==> src/rtl/auto_pilot_pkg.sv <==
`default_nettype none
// +----------------------------------------------------------------------+
// | auto_pkg : shared encodings for the auto_pilot wall follower         |
// | Rev 1.0                                                              |
// +----------------------------------------------------------------------+
package auto_pkg;

  localparam logic [2:0] ST_IDLE   = 3'd0;
  localparam logic [2:0] ST_SETTLE = 3'd1;
  localparam logic [2:0] ST_DECIDE = 3'd2;
  localparam logic [2:0] ST_TURN_R = 3'd3;
  localparam logic [2:0] ST_TURN_L = 3'd4;
  localparam logic [2:0] ST_UTURN  = 3'd5;
  localparam logic [2:0] ST_LEAVE  = 3'd6;
  localparam logic [2:0] ST_CRUISE = 3'd7;

  typedef enum logic [2:0] {
    S_IDLE   = ST_IDLE,
    S_SETTLE = ST_SETTLE,
    S_DECIDE = ST_DECIDE,
    S_TURN_R = ST_TURN_R,
    S_TURN_L = ST_TURN_L,
    S_UTURN  = ST_UTURN,
    S_LEAVE  = ST_LEAVE,
    S_CRUISE = ST_CRUISE
  } state_t;

  localparam logic [1:0] NS_OFF  = 2'b00;
  localparam logic [1:0] NS_IDLE = 2'b01;
  localparam logic [1:0] NS_MOVE = 2'b10;
  localparam logic [1:0] NS_TURN = 2'b11;

  localparam logic [3:0] MV_NONE  = 4'b0000;
  localparam logic [3:0] MV_FWD   = 4'b0001;
  localparam logic [3:0] MV_BWD   = 4'b0010;
  localparam logic [3:0] MV_LEFT  = 4'b0100;
  localparam logic [3:0] MV_RIGHT = 4'b1000;

  // detector bit positions: {back, front, right, left}
  localparam int DET_LEFT  = 0;
  localparam int DET_RIGHT = 1;
  localparam int DET_FRONT = 2;

  // number of open sides among {front, right, left}
  function automatic logic [1:0] open_count(input logic [2:0] frl);
    return {1'b0, ~frl[2]} + {1'b0, ~frl[1]} + {1'b0, ~frl[0]};
  endfunction

endpackage
`default_nettype wire

==> src/rtl/auto_pilot_det_filter.sv <==
`default_nettype none
// +----------------------------------------------------------------------+
// | det_filter : detector synchronizer and stability qualifier           |
// | Rev 1.0                                                              |
// +----------------------------------------------------------------------+
module det_filter #(
  parameter int STABLE_CYCLES = 1_000_000
) (
  input  logic       clk,
  input  logic       rst,
  input  logic [3:0] detector,
  output logic [3:0] det_q,
  output logic       stable
);

  localparam logic [31:0] c_stable_last = 32'(STABLE_CYCLES - 1);

  logic [3:0]  r_sync1;
  logic [3:0]  r_sync2;
  logic [3:0]  r_ref;
  logic [31:0] r_cnt;

  // r_cnt counts cycles r_sync2 has matched r_ref, starting at 1 on a change
  always_ff @(posedge clk) begin
    if (rst) begin
      r_sync1 <= 4'b0000;
      r_sync2 <= 4'b0000;
      r_ref   <= 4'b0000;
      r_cnt   <= 32'd0;
      det_q   <= 4'b0000;
      stable  <= 1'b0;
    end else begin
      r_sync1 <= detector;
      r_sync2 <= r_sync1;
      if (r_sync2 != r_ref) begin
        r_ref  <= r_sync2;
        r_cnt  <= 32'd1;
        stable <= 1'b0;
      end else if (!stable) begin
        if (r_cnt >= c_stable_last) begin
          stable <= 1'b1;
          det_q  <= r_ref;
        end else begin
          r_cnt <= r_cnt + 32'd1;
        end
      end
    end
  end

endmodule
`default_nettype wire

==> src/rtl/auto_pilot.sv <==
`default_nettype none
// +----------------------------------------------------------------------+
// | auto_pilot : right-hand wall follower with beacon budget             |
// | Rev 1.0                                                              |
// +----------------------------------------------------------------------+
module auto_pilot
  import auto_pkg::*;
#(
  parameter int TURN_CYCLES   = 90_000_000,
  parameter int LEAVE_CYCLES  = 50_000_000,
  parameter int STABLE_CYCLES = 1_000_000,
  parameter int MAX_BEACONS   = 15
) (
  input  logic       clk,
  input  logic       rst,
  input  logic       power,
  input  logic [1:0] global_state,
  input  logic [3:0] detector,
  output logic [1:0] next_state,
  output logic [3:0] next_moving_state,
  output logic       place_beacon,
  output logic       destroy_beacon,
  output logic [3:0] beacon_count
);

  localparam logic [31:0] c_turn_last   = 32'(TURN_CYCLES - 1);
  localparam logic [31:0] c_uturn_last  = 32'(2 * TURN_CYCLES - 1);
  localparam logic [31:0] c_leave_last  = 32'(LEAVE_CYCLES - 1);
  localparam logic [3:0]  c_max_beacons = 4'(MAX_BEACONS);

  state_t      r_state;
  state_t      w_state_nxt;
  logic [31:0] r_timer;
  logic [31:0] w_timer_nxt;
  logic [1:0]  w_ns_nxt;
  logic [3:0]  w_mv_nxt;
  logic [3:0]  w_count_nxt;
  logic        w_place_nxt;
  logic        w_destroy_nxt;
  logic        w_en;
  logic [3:0]  w_det_q;
  logic        w_stable;
  logic [1:0]  w_open_cnt;
  logic        w_unused_back;

  det_filter #(
    .STABLE_CYCLES(STABLE_CYCLES)
  ) u_det_filter (
    .clk     (clk),
    .rst     (rst),
    .detector(detector),
    .det_q   (w_det_q),
    .stable  (w_stable)
  );

  assign w_en          = power & (global_state == 2'b11);
  assign w_open_cnt    = open_count(w_det_q[2:0]);
  assign w_unused_back = w_det_q[3];

  always_comb begin
    w_state_nxt   = r_state;
    w_place_nxt   = 1'b0;
    w_destroy_nxt = 1'b0;
    w_count_nxt   = beacon_count;

    case (r_state)
      S_IDLE:   if (w_en) w_state_nxt = S_SETTLE;
      S_SETTLE: if (w_stable) w_state_nxt = S_DECIDE;
      S_DECIDE: begin
        if (!w_det_q[DET_RIGHT])      w_state_nxt = S_TURN_R;
        else if (!w_det_q[DET_FRONT]) w_state_nxt = S_LEAVE;
        else if (!w_det_q[DET_LEFT])  w_state_nxt = S_TURN_L;
        else                          w_state_nxt = S_UTURN;
        // open_cnt >= 2 and == 0 are disjoint, so at most one pulse fires
        if (w_open_cnt >= 2'd2 && beacon_count < c_max_beacons) begin
          w_place_nxt = 1'b1;
          w_count_nxt = beacon_count + 4'd1;
        end else if (w_open_cnt == 2'd0 && beacon_count != 4'd0) begin
          w_destroy_nxt = 1'b1;
          w_count_nxt   = beacon_count - 4'd1;
        end
      end
      S_TURN_R: if (r_timer == c_turn_last)  w_state_nxt = S_LEAVE;
      S_TURN_L: if (r_timer == c_turn_last)  w_state_nxt = S_LEAVE;
      S_UTURN:  if (r_timer == c_uturn_last) w_state_nxt = S_LEAVE;
      S_LEAVE:  if (r_timer == c_leave_last) w_state_nxt = S_CRUISE;
      S_CRUISE: begin
        if (w_stable && (w_det_q[DET_FRONT] || !w_det_q[DET_LEFT] || !w_det_q[DET_RIGHT]))
          w_state_nxt = S_SETTLE;
      end
      default:  w_state_nxt = S_IDLE;
    endcase

    if (!w_en) begin
      w_state_nxt   = S_IDLE;
      w_place_nxt   = 1'b0;
      w_destroy_nxt = 1'b0;
      w_count_nxt   = beacon_count;
    end

    w_timer_nxt = (w_state_nxt != r_state) ? 32'd0 : r_timer + 32'd1;

    // Moore outputs of the state being entered
    w_ns_nxt = NS_IDLE;
    w_mv_nxt = MV_NONE;
    case (w_state_nxt)
      S_IDLE:   w_ns_nxt = power ? NS_IDLE : NS_OFF;
      S_TURN_R: begin w_ns_nxt = NS_TURN; w_mv_nxt = MV_RIGHT; end
      S_TURN_L: begin w_ns_nxt = NS_TURN; w_mv_nxt = MV_LEFT;  end
      S_UTURN:  begin w_ns_nxt = NS_TURN; w_mv_nxt = MV_RIGHT; end
      S_LEAVE,
      S_CRUISE: begin w_ns_nxt = NS_MOVE; w_mv_nxt = MV_FWD;   end
      default:  begin w_ns_nxt = NS_IDLE; w_mv_nxt = MV_NONE;  end
    endcase
  end

  always_ff @(posedge clk) begin
    if (rst) begin
      r_state           <= S_IDLE;
      r_timer           <= 32'd0;
      beacon_count      <= 4'd0;
      next_state        <= power ? NS_IDLE : NS_OFF;
      next_moving_state <= MV_NONE;
      place_beacon      <= 1'b0;
      destroy_beacon    <= 1'b0;
    end else begin
      r_state           <= w_state_nxt;
      r_timer           <= w_timer_nxt;
      beacon_count      <= w_count_nxt;
      next_state        <= w_ns_nxt;
      next_moving_state <= w_mv_nxt;
      place_beacon      <= w_place_nxt;
      destroy_beacon    <= w_destroy_nxt;
    end
  end

endmodule
`default_nettype wire
==> config.mk <==
export PLATFORM = sky130hd
export DESIGN_NAME = auto_pilot
export DESIGN_NICKNAME = d
export VERILOG_FILES = /design/src/rtl/auto_pilot_pkg.sv /design/src/rtl/auto_pilot_det_filter.sv /design/src/rtl/auto_pilot.sv
export SDC_FILE = /design/constraint.sdc
export NUM_CORES = 1
export LEC_CHECK = 0
export CORE_ASPECT_RATIO = 1.25
export CORE_MARGIN = 2
export CORE_UTILIZATION = 45
export CTS_BUF_LIST = sky130_fd_sc_hd__clkbuf_16
export CTS_CLUSTER_SIZE = 16
export DETAILED_ROUTE_END_ITERATION = 10
export PLACE_DENSITY = 0.76
export SETUP_SLACK_MARGIN = 0.3
export SYNTH_ARGS = -nofsm -noshare
export SYNTH_HDL_FRONTEND = slang
export SYNTH_SLANG_ARGS = --single-unit
==> constraint.sdc <==
create_clock -name clk -period 2.4 [get_ports clk]
set_clock_uncertainty 0.1 [all_clocks]
set_input_delay 0.48 -clock clk [delete_from_list [all_inputs] [get_ports clk]]
set_output_delay 0.48 -clock clk [all_outputs]
set_load 0.02 [all_outputs]
==> results by group, run 1 <==
Yosys
  • Netlist Area Pre-Place: between 4000 and 5000 sq um
  • Synth cell types: 56
  • Syn Inst Count: 460
  • Sequential share of the synthesized area: 42.4%
  • Seq cells post-synth: 94
  • Syn_nets: approximately 480
  • Mean post-synth cell area: 9.64 sq um
  • Yosys warns: 0

Timing
  • Fmax: 0.408 GHz
  • RSZ-0062 raised after global routing: yes
  • Final setup viols: 31
  • Relative slew slack: approximately 63%
  • Final Max Tran Viols: 0
  • Final worst setup slack: -0.0517 ns
  • Slew at the pin closest to its max-slew limit: about 0.54 ns
  • Hold Fails Final Rpt: 0
  • Min Hold Slack: between 0.3 and 0.4 ns
  • Crit path time final: around 2.5 ns
  • Part of the cycle the worst path needs: 102%

Floorplan
  • Core box area: 9610 sq um
  • Die height: 115 microns
  • Io pins: 21
  • Die width: 92.8 microns
  • FP Rows: 40
  • Initial Utilization: between 40% and 50%
  • Die Footprint: ~11000 sq um

Detailed routing
  • Vias: about 3700
  • Avg WL per Cell: between 15 and 20 microns
  • Residual DRC: 0
  • DRT iter0 DRCs: between 150 and 200
  • Routed WL: roughly 11000 microns
  • Drt first pass iters: 5
  • M1 wire length: 4670 microns
  • Metal2 WL: around 5700 microns
  • Routed vias/inst: ~5.5
  • Routed length on met3: around 440 microns
  • Max layer used: met4
  • Antenna Violating Nets Remaining: 0

Final layout
  • Area growth, synth to finish: 36.6%
  • Fraction of layout cells with a size suffix above 1: approximately two fifths
  • N_diodes: 0
  • Nets: between 500 and 600
  • Commonest cells after routing, fill and taps aside: 79 x dfxtp_1, 57 x buf_4, 38 x nor2_1
  • Most common cell after layout, fill and taps aside: dfxtp_1

Global route
  • GRT Total Usage: between 15 and 20%
  • Vias in the first global route: 3592
  • Initial antenna violation count: 0
  • Grt ovf: 0
  • Largest net degree at the start of global routing: 31
  • First-pass GRT wire length: approximately 17000 microns

Pwr
  • VDD IR max: 0.340 mV
  • Pleak: ~2.3 nW
  • Power density of the placed cells: 522 nW/um^2

CTS
  • Max Buffers Root-to-Sink: 2
  • Root buffer cell: clkbuf_16
  • Worst skew pair latency: about 0.34 ns
  • CTS sink count: 94
  • H-tree levels: 3
  • Total CTS buffers: 9
  • Clock-pin transition on the worst setup and hold timing paths: 0.07 ns
  • CTS tree: built

Critical path
  • Req. time, crit path: approximately 2.5 ns
  • CP Launch Type: flop
  • Arrival @ worst endpoint: around 2.6 ns
  • Crit. End Element: flop
  • FF-to-FF setup slack: -0.05 ns
  • Critical path type: flop to flop
  • Critical Path Fanout Max: 7

Status
  • Failing checks: setup timing
  • Status: finished with violations

Placement
  • Buffers on Ports: 19
  • Dpl hpwl: around 6400 microns
  • Gpl congestion: around 0.84
  • Post-Place Worst Slack: -0.144 ns

Hold path
  • Worst hold path class: flop to flop

Run
  • # Max-Cap Violations: 0
==> per-stage QoR <==
stage | setup TNS (ns) | utilization [%] | cell area, sq um | total power (W) | instances
after CTS | 0 | 59.8 | 5740 | 0.00317 | 662
final | -1.09 | 63.0 | 6060 | 0.00316 | 673
after global placement | -1.48 | 52.6 | 5050 | 0.00177 | 619
after detailed placement | -3.05 | 52.6 | 5050 | 0.00177 | 619
after global routing | -3.96 | 63.0 | 6060 | 0.00328 | 673
after floorplan | 0 | - | 4550 | 0.00172 | 460
==> synth_stat cells, drive strengths merged <==
library cell / count / share of area, %
nor3b: 6 / 1.4
and2: 16 / 2.3
nand4: 12 / 1.7
o2bb2ai: 1 / 0.20
nand2b: 4 / 0.56
nor4: 12 / 2.0
a31oi: 3 / 0.42
buf: 13 / 2.3
inv: 4 / 0.34
a21oi: 9 / 1.0
o31ai: 1 / 0.17
or2: 2 / 0.28
xnor2: 20 / 4.1
a211o: 1 / 0.20
xor2: 38 / 7.5
a41o: 1 / 0.23
and4: 8 / 1.6
nand3: 34 / 3.8
or4: 2 / 0.42
clkbuf: 14 / 1.9
nand3b: 1 / 0.17
and3: 15 / 2.2
a2111oi: 1 / 0.20
a211oi: 3 / 0.79
a2111o: 1 / 0.25
nor4b: 4 / 0.79
conb: 1 / 0.085
ha: 6 / 1.7
nor3: 37 / 7.6
mux2i: 5 / 1.1
nand4b: 1 / 0.20
or3: 3 / 0.42
nor2: 39 / 3.3
nor2b: 16 / 2.3
fa: 2 / 0.90
o21ai: 5 / 0.65
a21o: 1 / 0.17
a311oi: 1 / 0.20
dfxtp: 94 / 42
and4b: 1 / 0.25
nand2: 22 / 1.9
==> layer usage <==
| layer | GRT usage, % | up-vias |
|---|---|---|
| met5 | 0 | - |
| met4 | 8.24 | 0 |
| met3 | 4.26 | 26 |
| met2 | 34.9 | 107 |
| met1 | 23.7 | 1788 |
| li1 | - | 1756 |
==> cells by family (layout without fill, tap and decap cells) <==
| kind of cell | count (synthesis) | in the layout | synth area share, % |
|---|---|---|---|
| muxes | 5 | 5 | 1.13 |
| xor gates and xnor gates | 58 | 58 | 11.6 |
| buffers and inverters | 31 | 118 | 4.46 |
| and+or+nand+nor | 235 | 235 | 33.2 |
| other | 1 | 1 | 0.0846 |
| DFF | 94 | 94 | 42.4 |
| adders and majority gates | 8 | 8 | 2.60 |
| AOI/OAI and AO/OA | 28 | 28 | 4.49 |
==> worst max-delay path, stage by stage (launching register included) <==
cell and delay (ns):
dfxtp_1 0.41, nor4b_4 0.27, buf_4 0.17, nand4_1 0.10, buf_6 0.16, nor4_4 0.15
a211oi_2 0.08, or2_4 0.26, o21ai_4 0.35, clkbuf_16 0.24, nor3b_2 0.04
==> flip-flops by register name, indices dropped and copies added (netlist names), 2 cells and up <==
signal                flops
next_moving_state         3
u_det_filter.r_ref        4
u_det_filter.r_cnt       32
u_det_filter.det_q        3
u_det_filter.r_sync1      4
next_state                2
beacon_count              4
r_timer                  32
u_det_filter.r_sync2      4
r_state                   3
==> final timing paths <==
check,to,startpoint,cells after the start
worst min-delay path,u_det_filter.r_sync2[3],u_det_filter.r_sync1[3],1
worst max register to register,r_timer[19],r_timer[22],10
worst max-delay path,r_timer[19],r_timer[22],10
worst min register to register,u_det_filter.r_sync2[3],u_det_filter.r_sync1[3],1
==> where the power goes <==
group / leakage (nW) / total (W) / internal [W] / switching [W]
registers: 0.768 / 0.00159 / 0.00157 / 0.0000141
clock network: 0.137 / 0.00137 / 0.000725 / 0.000649
logic: 1.40 / 0.000202 / 0.0000984 / 0.000103
total: 2.30 / 0.00316 / 0.00240 / 0.000766
==> what timing repair did <==
item | CTS | global route
hold buffers | 0 | 0
setup endpoints to repair | 59 | 70
cloned | 4 | 3
pin swaps | 11 | 23
setup buffers | 23 | 8
resized for setup | 39 | 41
==> final cells by class <==
| class | instances | area [sq um] |
|---|---|---|
| Tap cell | 126 | 158 |
| Sequential cell | 94 | 1910 |
| Clock buffer | 9 | 225 |
| Clock inverter | 7 | 68.8 |
| Timing Repair Buffer | 98 | 952 |
| Fill cell | 702 | 3550 |
| Inverter | 4 | 15.0 |
| Multi-Input combinational cell | 335 | 2730 |
Power figures use the tool's default switching activity.
==> run 2, diff against run 1 <==
PLACE_DENSITY = 0.65   (was 0.76)
SETUP_SLACK_MARGIN = 0.15   (was 0.3)
==> results by group, run 2 (synthesized netlist as in run 1, its figures left out) <==
Status
  • Status: finished with violations
  • Failing checks: setup timing

CTS
  • Clock-pin transition on the worst setup and hold timing paths: 0.07 ns (about the same)
  • Root buffer cell: clkbuf_16
  • Worst skew pair latency: 0.34 ns (about the same)
  • CTS tree: built
  • Max Buffers Root-to-Sink: 2 (unchanged)
  • H-tree levels: 3 (unchanged)
  • Total CTS buffers: 9 (unchanged)
  • CTS sink count: 94 (unchanged)

Floorplan
  • Core box area: 9610 sq um (unchanged)
  • Initial Utilization: 46.1% (unchanged)
  • FP Rows: 40 (unchanged)
  • Die height: 115 microns (unchanged)
  • Io pins: 21 (unchanged)
  • Die width: 92.8 microns (unchanged)
  • Die Footprint: 10700 sq um (unchanged)

Final layout
  • Fraction of layout cells with a size suffix above 1: 34.6% (-3.5 points)
  • Final core utilization: 61.0% (-2.1 points)
  • Area growth, synth to finish: 32.1%
  • Most common cell after layout, fill and taps aside: dfxtp_1
  • Top Registers: r_timer: 32 flops, u_det_filter.r_cnt: 32 flops
  • Sequential cell area: 1900 sq um (-0.20%)
  • N_diodes: 0 (unchanged)
  • Commonest cells after routing, fill and taps aside: 78 x dfxtp_1, 57 x buf_4, 39 x nor2_1
  • Final cell count without fillers: 664 (-1.3%)
  • Multi-input gate area: 2660 sq um (-2.4%)
  • Filler Cell Count: 816 (+16%)
  • Nets: 550 (-1.6%)

Critical path
  • Critical path type: flop to flop
  • FF-to-FF setup slack: -0.002 ns (+0.05 ns)
  • Req. time, crit path: 2.53 ns (about the same)
  • R2R depth: 11 (+1)
  • Arrival @ worst endpoint: 2.53 ns (-0.05 ns)
  • Crit. End Element: flop
  • Critical Path Fanout Max: 8 (+1)
  • CP Launch Type: flop

Timing
  • Hold Fails Final Rpt: 0 (unchanged)
  • Min Hold Slack: 0.335 ns (-0.00954 ns)
  • Final worst setup slack: -0.00152 ns (+0.0502 ns)
  • Crit path time final: 2.40 ns (-0.0502 ns)
  • Relative slew slack: 65.9% (+2.6 points)
  • Final setup viols: 1 (-97%)
  • Final Max Tran Viols: 0 (unchanged)
  • Slew at the pin closest to its max-slew limit: 0.510 ns (-0.0331 ns)
  • Part of the cycle the worst path needs: 100% (-2.1 points)
  • RSZ-0062 raised after global routing: yes
  • Fmax: 0.416 GHz (+2.1%)

Detailed routing
  • DRT iter0 DRCs: 105 (-40%)
  • Avg WL per Cell: 14.1 microns (-14%)
  • Residual DRC: 0 (unchanged)
  • Routed vias/inst: 5.18 (-5.1%)
  • Drt first pass iters: 5 (unchanged)
  • Vias: 3441 (-6.4%)
  • Routed WL: 9390 microns (-15%)
  • Antenna Violating Nets Remaining: 0 (unchanged)

Global route
  • First-pass GRT wire length: 16000 microns (-5.8%)
  • GRT Total Usage: 18.6% (-1.4 points)
  • Vias in the first global route: 3531 (-1.7%)
  • Initial antenna violation count: 0 (unchanged)
  • Grt ovf: 0 (unchanged)
  • Largest net degree at the start of global routing: 31 (unchanged)

Placement
  • Placed Cells: 632 (+2.1%)
  • Buffers on Ports: 19 (unchanged)
  • Gpl congestion: 0.856 (+1.4%)
  • Dpl hpwl: 6210 microns (-2.6%)

Pwr
  • Power density of the placed cells: 547 nW/um^2 (+4.7%)
  • Pleak: 2.25 nW (-2.3%)
  • Total chip power: 0.00320 W (+1.2%)
  • VDD IR max: 0.532 mV (+56%)

Hold path
  • Worst hold path class: flop to flop
  • Hold Path Cell Cnt: 1 (unchanged)

Run
  • # Max-Cap Violations: 0 (unchanged)
[run 2: changes by cell type in the layout (fill, tap and decap cells not counted), sizes merged]
cell | previous run | this run
clkbuf | 11 | 10
buf | 77 | 69
clkinv | 3 | 0
bufinv | 0 | 1
clkinvlp | 2 | 0
inv | 6 | 10
[run 2: stage by stage]
step	setup slack [ns]	TNS, ns	instance area (sq um)
after floorplan	0.150	0	4510
after global placement	-0.0986	-2.42	5130
after detailed placement	-0.121	-3.17	5130
after CTS	0.0237	0	5630
after global routing	-0.101	-2.85	5860
final	-0.00152	-0.00152	5860
[run 2: metal layers]
metal | up-vias | share of wire (%) | global-route usage, %
met5 | - | 0 | 0
met4 | 0 | 1.6 | 6.27
met3 | 14 | 2.5 | 4.13
met2 | 42 | 53 | 33.7
met1 | 1642 | 43 | 21.6
li1 | 1743 | - | -
[run 2: path summary, 6_finish.rpt]
check,start,end
worst min-delay path,u_det_filter.r_sync1[0],u_det_filter.r_sync2[0]
worst min register to register,u_det_filter.r_sync1[0],u_det_filter.r_sync2[0]
worst max-delay path,r_timer[29],r_timer[27]
worst max register to register,r_timer[29],r_timer[27]
[run 2: final cells by class]
cell class / count / share of cell area [%]
clock buffers: 9 / 3.85
clock inverters: 7 / 1.32
inverters: 4 / 0.256
multi-input cells: 335 / 45.5
flip-flops and latches: 94 / 32.5
well taps: 126 / 2.69
repair buffers: 89 / 13.9
[run 2: worst max-delay path, stage by stage, from the launching register on]
cell       delay [ns]
dfxtp_2          0.34
nor4_4           0.29
buf_4            0.16
nand4_1          0.12
buf_6            0.15
nor4_4           0.20
nor3b_2          0.11
a211oi_4         0.25
buf_6            0.14
xnor2_4          0.16
clkbuf_16        0.23
nor3_2           0.05
[run 2: report_power, final]
| group | leakage (nW) | switching [W] | total (W) | internal [W] |
|---|---|---|---|---|
| sequential | 0.768 | 0.0000119 | 0.00159 | 0.00158 |
| clock | 0.153 | 0.000634 | 0.00146 | 0.000823 |
| combinational | 1.33 | 0.0000852 | 0.000159 | 0.0000737 |
[run 2: what timing repair did]
action / CTS / global route
hold buffers: 0 / 0
setup endpoints to repair: 52 / 61
setup buffers: 9 / 5
pin swaps: 17 / 19
cloned: 1 / 1
gates resized for setup: 32 / 35
